**src/rtl/vram_arbiter_if.sv**
```systemverilog
// vram_arbiter_if: display, draw, clear and SRAM signals of the VRAM arbiter
interface vram_arbiter_if #(
   parameter int ADDR_WIDTH = 19,
   parameter int DATA_WIDTH = 4
);
   logic                  i_disp_req;
   logic [ADDR_WIDTH-1:0] i_disp_addr;
   logic [DATA_WIDTH-1:0] o_disp_data;
   logic                  o_disp_valid;
   logic                  i_wr_valid;
   logic [ADDR_WIDTH-1:0] i_wr_addr;
   logic [DATA_WIDTH-1:0] i_wr_data;
   logic                  o_wr_ready;
   logic                  i_clear_start;
   logic                  o_clear_busy;
   logic                  o_clear_done;
   logic [ADDR_WIDTH-1:0] o_mem_addr;
   logic                  o_mem_write;
   logic [DATA_WIDTH-1:0] o_mem_wdata;
   logic [DATA_WIDTH-1:0] i_mem_rdata;
   modport slave (
      input  i_disp_req, i_disp_addr, i_wr_valid, i_wr_addr, i_wr_data, i_clear_start, i_mem_rdata,
      output o_disp_data, o_disp_valid, o_wr_ready, o_clear_busy, o_clear_done,
             o_mem_addr, o_mem_write, o_mem_wdata
   );
   modport master (
      output i_disp_req, i_disp_addr, i_wr_valid, i_wr_addr, i_wr_data, i_clear_start, i_mem_rdata,
      input  o_disp_data, o_disp_valid, o_wr_ready, o_clear_busy, o_clear_done,
             o_mem_addr, o_mem_write, o_mem_wdata
   );
endinterface

```
**src/rtl/vram_arbiter.sv**
```systemverilog
// vram_arbiter: single-port VRAM arbiter (display > clear > draw) with full-screen clear sequencer
module vram_arbiter #(
   parameter int ADDR_WIDTH  = 19,
   parameter int DATA_WIDTH  = 4,
   parameter int DEPTH       = 480000,
   parameter int CLEAR_COLOR = 0
) (
   input logic           clk,
   input logic           w_rst,
   vram_arbiter_if.slave bus
);
   typedef enum logic {IDLE, CLEAR} state_t;
   localparam logic [ADDR_WIDTH-1:0] LAST  = ADDR_WIDTH'(DEPTH - 1);
   localparam logic [ADDR_WIDTH:0]   LIMIT = (ADDR_WIDTH+1)'(DEPTH);
   state_t                state;
   logic [ADDR_WIDTH-1:0] ptr;
   logic                  disp_q;
   assign bus.o_wr_ready  = (state == IDLE) & ~bus.i_disp_req & ~w_rst;
   assign bus.o_disp_data = bus.i_mem_rdata;
   always_ff @(posedge clk) begin
      if (w_rst) begin
         state            <= IDLE;
         ptr              <= '0;
         disp_q           <= 1'b0;
         bus.o_disp_valid <= 1'b0;
         bus.o_mem_addr   <= '0;
         bus.o_mem_write  <= 1'b0;
         bus.o_mem_wdata  <= '0;
         bus.o_clear_busy <= 1'b0;
         bus.o_clear_done <= 1'b0;
      end else begin
         disp_q           <= bus.i_disp_req;
         bus.o_disp_valid <= disp_q;
         bus.o_mem_write  <= 1'b0;
         bus.o_clear_done <= 1'b0;
         if (bus.i_disp_req) begin
            bus.o_mem_addr <= bus.i_disp_addr;
         end else if (state == CLEAR) begin
            bus.o_mem_addr  <= ptr;
            bus.o_mem_write <= 1'b1;
            bus.o_mem_wdata <= DATA_WIDTH'(CLEAR_COLOR);
            ptr             <= (ptr == LAST) ? '0 : ptr + ADDR_WIDTH'(1);
            if (ptr == LAST) begin
               state            <= IDLE;
               bus.o_clear_busy <= 1'b0;
               bus.o_clear_done <= 1'b1;
            end
         end else if (bus.i_wr_valid) begin
            // out-of-range draws are accepted but never reach the SRAM
            bus.o_mem_addr  <= bus.i_wr_addr;
            bus.o_mem_wdata <= bus.i_wr_data;
            bus.o_mem_write <= {1'b0, bus.i_wr_addr} < LIMIT;
         end
         if (state == IDLE && bus.i_clear_start) begin
            state            <= CLEAR;
            ptr              <= '0;
            bus.o_clear_busy <= 1'b1;
         end
      end
   end
endmodule

```
**src/flat_wrapper.sv**
```systemverilog
// flat-port wrapper written by rule: the top's interface ports become plain ports
module vram_arbiter_flat 
#(
   parameter int ADDR_WIDTH  = 19,
   parameter int DATA_WIDTH  = 4,
   parameter int DEPTH       = 480000,
   parameter int CLEAR_COLOR = 0
)
  (clk, w_rst, bus_i_disp_req, bus_i_disp_addr, bus_i_wr_valid, bus_i_wr_addr, bus_i_wr_data, bus_i_clear_start, bus_i_mem_rdata, bus_o_disp_data, bus_o_disp_valid, bus_o_wr_ready, bus_o_clear_busy, bus_o_clear_done, bus_o_mem_addr, bus_o_mem_write, bus_o_mem_wdata);
  vram_arbiter_if #(.ADDR_WIDTH(ADDR_WIDTH), .DATA_WIDTH(DATA_WIDTH)) bus_i ();
  input logic clk;
  input logic w_rst;
  input wire logic [$bits(bus_i.i_disp_req)-1:0] bus_i_disp_req;
  input wire logic [$bits(bus_i.i_disp_addr)-1:0] bus_i_disp_addr;
  input wire logic [$bits(bus_i.i_wr_valid)-1:0] bus_i_wr_valid;
  input wire logic [$bits(bus_i.i_wr_addr)-1:0] bus_i_wr_addr;
  input wire logic [$bits(bus_i.i_wr_data)-1:0] bus_i_wr_data;
  input wire logic [$bits(bus_i.i_clear_start)-1:0] bus_i_clear_start;
  input wire logic [$bits(bus_i.i_mem_rdata)-1:0] bus_i_mem_rdata;
  output wire logic [$bits(bus_i.o_disp_data)-1:0] bus_o_disp_data;
  output wire logic [$bits(bus_i.o_disp_valid)-1:0] bus_o_disp_valid;
  output wire logic [$bits(bus_i.o_wr_ready)-1:0] bus_o_wr_ready;
  output wire logic [$bits(bus_i.o_clear_busy)-1:0] bus_o_clear_busy;
  output wire logic [$bits(bus_i.o_clear_done)-1:0] bus_o_clear_done;
  output wire logic [$bits(bus_i.o_mem_addr)-1:0] bus_o_mem_addr;
  output wire logic [$bits(bus_i.o_mem_write)-1:0] bus_o_mem_write;
  output wire logic [$bits(bus_i.o_mem_wdata)-1:0] bus_o_mem_wdata;
  assign bus_i.i_disp_req = bus_i_disp_req;
  assign bus_i.i_disp_addr = bus_i_disp_addr;
  assign bus_i.i_wr_valid = bus_i_wr_valid;
  assign bus_i.i_wr_addr = bus_i_wr_addr;
  assign bus_i.i_wr_data = bus_i_wr_data;
  assign bus_i.i_clear_start = bus_i_clear_start;
  assign bus_i.i_mem_rdata = bus_i_mem_rdata;
  assign bus_o_disp_data = bus_i.o_disp_data;
  assign bus_o_disp_valid = bus_i.o_disp_valid;
  assign bus_o_wr_ready = bus_i.o_wr_ready;
  assign bus_o_clear_busy = bus_i.o_clear_busy;
  assign bus_o_clear_done = bus_i.o_clear_done;
  assign bus_o_mem_addr = bus_i.o_mem_addr;
  assign bus_o_mem_write = bus_i.o_mem_write;
  assign bus_o_mem_wdata = bus_i.o_mem_wdata;
  vram_arbiter #(.ADDR_WIDTH(ADDR_WIDTH), .DATA_WIDTH(DATA_WIDTH), .DEPTH(DEPTH), .CLEAR_COLOR(CLEAR_COLOR)) u_core (.clk(clk), .w_rst(w_rst), .bus(bus_i));
endmodule
```
**config.mk**
```make
export PLATFORM = sky130hd
export DESIGN_NAME = vram_arbiter_flat
export DESIGN_NICKNAME = d
export VERILOG_FILES = /design/src/rtl/vram_arbiter_if.sv /design/src/rtl/vram_arbiter.sv /design/src/flat_wrapper.sv
export SDC_FILE = /design/constraint.sdc
export NUM_CORES = 1
export LEC_CHECK = 0
export ABC_AREA = 1
export ABC_CLOCK_PERIOD_IN_PS = 1900
export CAP_MARGIN = 20
export CORE_ASPECT_RATIO = 0.5
export CORE_MARGIN = 5
export CORE_UTILIZATION = 49
export DETAILED_ROUTE_END_ITERATION = 8
export PLACE_DENSITY_LB_ADDON = 0.1
export SLEW_MARGIN = 20
export SYNTH_ARGS = -nofsm -noshare
export SYNTH_HDL_FRONTEND = slang
export SYNTH_SLANG_ARGS = --single-unit
```
**constraint.sdc**
```tcl
create_clock -name clk -period 1.9 [get_ports clk]
set_input_delay 0.57 -clock clk [delete_from_list [all_inputs] [get_ports clk]]
set_output_delay 0.57 -clock clk [all_outputs]
set_load 0.01 [all_outputs]
```
Word level (Yosys, flattened, before mapping)

Cells that the tools add are included.

Flip-flop bits (word level): 48
Input port bits: 51
Output and inout port bits: 32
Word-level logic and storage cells: 46

$add $sub $neg: 1
Magnitude comparators: 1
Equal/unequal tests: 2
Mux-type cells: 17
Bitwise logic cells: 5
Reduce and logical (&&, ||, !) cells: 11

Operators with widths:

| cell                                               | count |
|---|---|
| 2-to-1 mux 19 bit                                  | 4 |
| adder 19 x 1 -> 19 bit, second input constant      | 1 |
| == test 19 bit, second input constant              | 1 |
| less-than comparator 19 bit, second input constant | 1 |
| 2-to-1 mux 1 bit                                   | 11 |
| 2-to-1 mux 4 bit                                   | 2 |
| nonzero test 2 bit                                 | 3 |
| AND reduction 2 bit                                | 2 |
| OR reduction 2 bit                                 | 2 |
| NOT 1 bit                                          | 3 |
| AND reduction 3 bit                                | 1 |
| nonzero test 3 bit                                 | 1 |
| OR reduction 3 bit                                 | 1 |
| bitwise AND 1 bit                                  | 2 |
| != test 2 x 1 -> 1 bit, second input constant      | 1 |
| logical AND 1 bit                                  | 1 |

Logic depth before layout (Yosys ltp)

Depth in word-level cells: 5
Mapped depth: 9
Mapped depth without buffers: 9

Least setup slack after synthesis

No wires, ideal clock.

Kind: input -> output
From: input bus_i_disp_req
To: output bus_o_wr_ready
Data arrival time: 1085 ps
Required time: 1330 ps
Setup slack: 245 ps
Stages on the path: 4
Path buffers: 1
Cells stage by stage: nor2_1 buf_2 inv_1 nor2_1

Word-level cells in the longest chain between the ends: 3

RTL lines:

| what                            | line               | text |
|---|---|---|
| start: declaration              | flat_wrapper.sv:13 | `input wire logic [$bits(bus_i.i_disp_req)-1:0] bus_i_disp_req;` |
| NOT 1 bit (no source line)      | n/a                |  |
| bitwise AND 1 bit (2 in series) | vram_arbiter.sv:18 | `assign bus.o_wr_ready = (state == IDLE) & ~bus.i_disp_req & ~w_rst;` |
| end: declaration                | flat_wrapper.sv:22 | `output wire logic [$bits(bus_i.o_wr_ready)-1:0] bus_o_wr_ready;` |

Every way passes these cells.

Worst setup path in the final report

Same ends and word-level chain as after synthesis.

==> out/qor.csv <==
metric,value,unit
Synth area leaders,"dfxtp_1 (38%), nand2_1 (15%), nor2_1 (5.8%), a21oi_1 (5.4%), inv_1 (5.4%)",
die area,6760,µm²
Final Cycle Share,0.950,
DRC Markers,0,
P_leak,0.00140,µW
H-tree Lvls,2,
CTS buffer count,5,
Clock Tree Root,clkbuf_8,
relative slew slack,0.747,
crit end category,output pin,
"FF+latch count, synth",48,
Startpoint Class,input pin,
Final Hold Viols,0,
"CTS clk-pin slew, worst paths",0.08,ns
"Slew Viols, Final",0,
RSZ-0062 raised after global routing,false,
FMAX,554,MHz
Util after Layout,0.701,
vias in the first global route,2564,
largest net degree at the start of global routing,30,
dpl cells,512,
Yosys top cell area share,0.382,
Sink Count,48,
number of max-cap violations,0,
VDD IR max,0.319,mV
Post-CTS Repair Setup Buffers,0,
CTS tree,done,
pwr/cell area,598,nW/µm²
cell area after synthesis,2520,µm²
final worst path period need,1.81,ns
antenna cell count,0,
first-pass GRT wire length,12.2,mm
crit path kind,in -> out,
CP Data Arrival Time,1.24,ns
Vias/cell,5.23,
"antenna viol nets, final",0,
largest fanout on the critical path,2,
Tightest Pin Transition,0.375,ns
routed len/inst,14.2,µm
GRT Total Usage,0.227,
run status,"finished, final reports clean",
Design Power,2080,µW
post-synth cell types,32,
Area growth syn-to-layout,38.1,%
nets@finish,501,
GPL Wtd Cong,0.959,
share of layout cells above drive strength 1,0.127,
setup ws final,0.0946,ns
Post-Syn Instances,365,
starting DRC count in detailed routing,142,
Ports,83,
overall routed net length,7.39,mm
"commonest non-fill, non-tap cell in the layout",nand2_1,
final instance area,3470,µm²
Pre-antenna DRT Iters,4,
maximum buffer depth of the clock tree,2,
DR vias,2713,
FP Rows,18,
Initial Utilization,0.508,
grt ovf,0,
Core Area,4950,µm²
sequential area share after synthesis,0.382,
syn_nets,417,
fillers,427,
Worst EP required,1.33,ns
Chip Width,111,µm
most frequent cells in the layout,"nand2_1 (99), clkdlybuf4s50_1 (72), dfxtp_1 (48)",
"area leader, netlist",dfxtp_1,
Setup WS pre-CTS,-0.532,ns
count of buffers from port buffering,74,
Final setup viols,0,
initial antenna violation count,0,
Finished Layout Cells,519,
Area after DPL,3400,µm²
dpl hpwl,5.86,mm
Mean Syn Cell Area,6.89,µm²
clock skew,0.00405,ns
Die H,60.7,µm
clock latency at the later pin of the worst-skew pair,0.30,ns
Synth Warn #,0,
Hold Path Class,reg -> reg,
[flip-flops by register name (all words and copies together), names as in the netlist]
register	cells
u_core.ptr	19
u_core.bus.o_disp_valid	1
u_core.bus.o_clear_done	1
u_core.state	1
u_core.bus.o_mem_wdata	4
u_core.bus.o_mem_addr	19
u_core.bus.o_mem_write	1
u_core.disp_q	1
u_core.bus.o_clear_busy	1
[kinds of logic after synthesis]
logic type,after synthesis,synth area share
AO/OA/AOI/OAI,63,0.154
flip-flops,48,0.382
buffers and inverters,61,0.106
adder cells (fa/ha/maj),1,0.00497
XOR/XNOR,6,0.0209
AND/OR/NAND/NOR,186,0.333
[Yosys cell counts]
cell,number
o221ai_1,15
dfxtp_1,48
a21oi_1,27
buf_2,4
nand3_2,2
nand3b_1,1
and2_0,1
inv_2,9
nand4_1,3
inv_1,36
inv_4,1
nor2_2,11
a32oi_1,2
o21ai_0,14
o21ai_1,1
buf_6,1
ha_1,1
a211oi_1,1
nand3_1,18
a31oi_1,2
nand3_4,1
xor2_1,6
nor2_1,39
o211ai_1,1
nor3_1,3
nand2_1,99
nor2_4,2
clkbuf_1,4
nor3b_1,1
nor2_8,1
buf_4,6
nand2_2,4
[layer usage]
layer / global-route usage / wire length, µm / up-vias
met1: 0.287 / 3450 / 1252
met2: 0.387 / 3240 / 98
met5: 0 / 0 / -
met3: 0.0657 / 591 / 13
met4: 0.0728 / 104 / 0
li1: - / - / 1350
[per-stage QoR]
step / hold slack, ns / setup TNS, ns
6_report: 0.415 / 0
5_1_grt: 0.433 / 0
4_1_cts: 0.418 / 0
3_5_place_dp: 0.400 / -6.81
3_3_place_gp: 0.389 / -5.17
2_1_floorplan: 0.388 / 0
[critical path, cell delays in order]
cell,delay (ns)
dlygate4sd2_1,0.26
nor2_2,0.13
inv_1,0.07
nor2_1,0.08
buf_2,0.13
[what timing repair did]
action                     CTS  global route
resized for setup            6             0
setup endpoints to repair    1             0
hold buffers                 0             0
[cell type report]
class	instances	area [µm²]	share of cell area
clock inverter	1	5.00	0.00144
clock buffer	6	72.6	0.0209
inverter	46	175	0.0504
sequential	48	961	0.277
multi-input combinational	256	1290	0.372
timing repair buffer	92	882	0.254
tap	70	87.6	0.0252
[power breakdown]
group / leakage [µW] / internal (µW) / switching [µW]
Combinational: 0.000964 / 232 / 190
Clock: 0.0000410 / 251 / 329
Sequential: 0.000393 / 1050 / 24.9
Total: 0.00140 / 1530 / 543
[final timing paths]
path	from	end	slack, ns	cells after the start
worst max-delay path	bus_i_disp_req	bus_o_wr_ready	0.09	5
worst min-delay path	u_core.disp_q	u_core.bus.o_disp_valid	0.41	2
worst max register to register	u_core.ptr[1]	u_core.bus.o_clear_busy	0.31	9
worst min register to register	u_core.disp_q	u_core.bus.o_disp_valid	0.41	2
(Power assumes the default switching activity.)
==> edit (config.mk and constraints unchanged) <==
`DEPTH` is set to 480000 in 2 places; all go to 240000.
--- a/src/rtl/vram_arbiter.sv
+++ b/src/rtl/vram_arbiter.sv
@@ -4,3 +4,3 @@
    parameter int DATA_WIDTH  = 4,
-   parameter int DEPTH       = 480000,
+   parameter int DEPTH       = 240000,
    parameter int CLEAR_COLOR = 0
--- a/src/flat_wrapper.sv
+++ b/src/flat_wrapper.sv
@@ -5,3 +5,3 @@
    parameter int DATA_WIDTH  = 4,
-   parameter int DEPTH       = 480000,
+   parameter int DEPTH       = 240000,
    parameter int CLEAR_COLOR = 0
Behaviour: not the same (a bounded check fails within 4 cycles, from zero or initial values and one cycle with w_rst high).
==> edit against the original RTL <==
Cell area is 2.8% higher; area after synthesis is 4.2% higher; routed wire length is 7.5% higher; power is 2.1% higher; sequential cell count stayed put; setup slack worse by 0.058 ns; clock power is 2% higher; fmax is 3.1% lower; largest power group unchanged; via count is 2.3% higher.
==> edit: results (changes against the original RTL) <==
Outcome
  – Status: finished clean

Cells and area
  – Fraction of layout cells with a size suffix above 1: 0.1218 (-0.005154)

Global route
  – M3 GR Usage: 0.07157 (+0.005830)
  – Vias in the first global route: 2464 (-3.9%)
  – Global-route wire length before repair: 12310 microns (+1.1%)
  – Met1 usage: 0.3262 (+0.03906)
  – Largest net degree at the start of global routing: 25 (-17%)

Power and ir drop
  – P per Cell Area: 593.7 nW/um^2 (-0.65%)

Clock tree
  – Post-cts sizing count: 5 (-1)

Synth
  – Synth cell types: 38 (+19%)
  – Synth cell count leaders: 107 x nand2_1, 53 x nor2_1, 48 x dfxtp_1
  – Synth Net Count: 434 (+4.1%)

Drt
  – WL met1: 3652 microns (+5.7%)
  – WL met3: 914 microns (+55%)
  – Via count: 2775 (+2.3%)
  – Drt via density: 5.158 (-1.3%)

Worst setup path
  – FF-to-FF path depth: 8 (-1)
  – Reg-to-reg startpoint: u_core.state$_SDFFE_PP0P_
  – Slowest cell delay on critical path: 0.42 ns (+0.16 ns)
  – Worst path slowest cell: clkdlybuf4s50_1
  – WP data arrival: 1.29 ns (+0.05 ns)

STA
  – Max Fclk: 0.5365 GHz (-3.1%)
  – Hold slack final: 0.4250 ns (+0.01020 ns)
  – Clock skew: 0.009660 ns (+0.005606 ns)

Placement
  – Placed inst area: 3500 sq um (+2.9%)
-- edit: power breakdown --
part	leakage [nW]	internal [W]	total [W]	switching, W
registers	0.393	0.00105	0.00108	0.0000265
clock network	0.0410	0.000251	0.000592	0.000340
logic	1.07	0.000240	0.000452	0.000211
-- edit: kinds of logic after synthesis --
family | Yosys count | synth area share
simple gates | 210 | 0.3607
compound gates | 52 | 0.1322
xor+xnor | 6 | 0.02004
flops | 48 | 0.3664
fa+ha+maj | 1 | 0.004770
buf+inv | 65 | 0.1159
-- edit: layout make-up --
class / instances / area (sq um) / share of cell area
Clock inverter: 1 / 5.005 / 0.001402
Multi-Input combinational cell: 269 / 1358 / 0.3802
Sequential cell: 48 / 960.9 / 0.2691
Clock buffer: 6 / 72.57 / 0.02032
Inverter: 50 / 202.7 / 0.05676
Timing Repair Buffer: 94 / 884.6 / 0.2477
Tap cell: 70 / 87.58 / 0.02453
-- edit: worst min-delay path, stage by stage, from the launching register on --
cell and delay [ns]:
dfxtp_1 0.31, inv_1 0.04, nor2_1 0.04
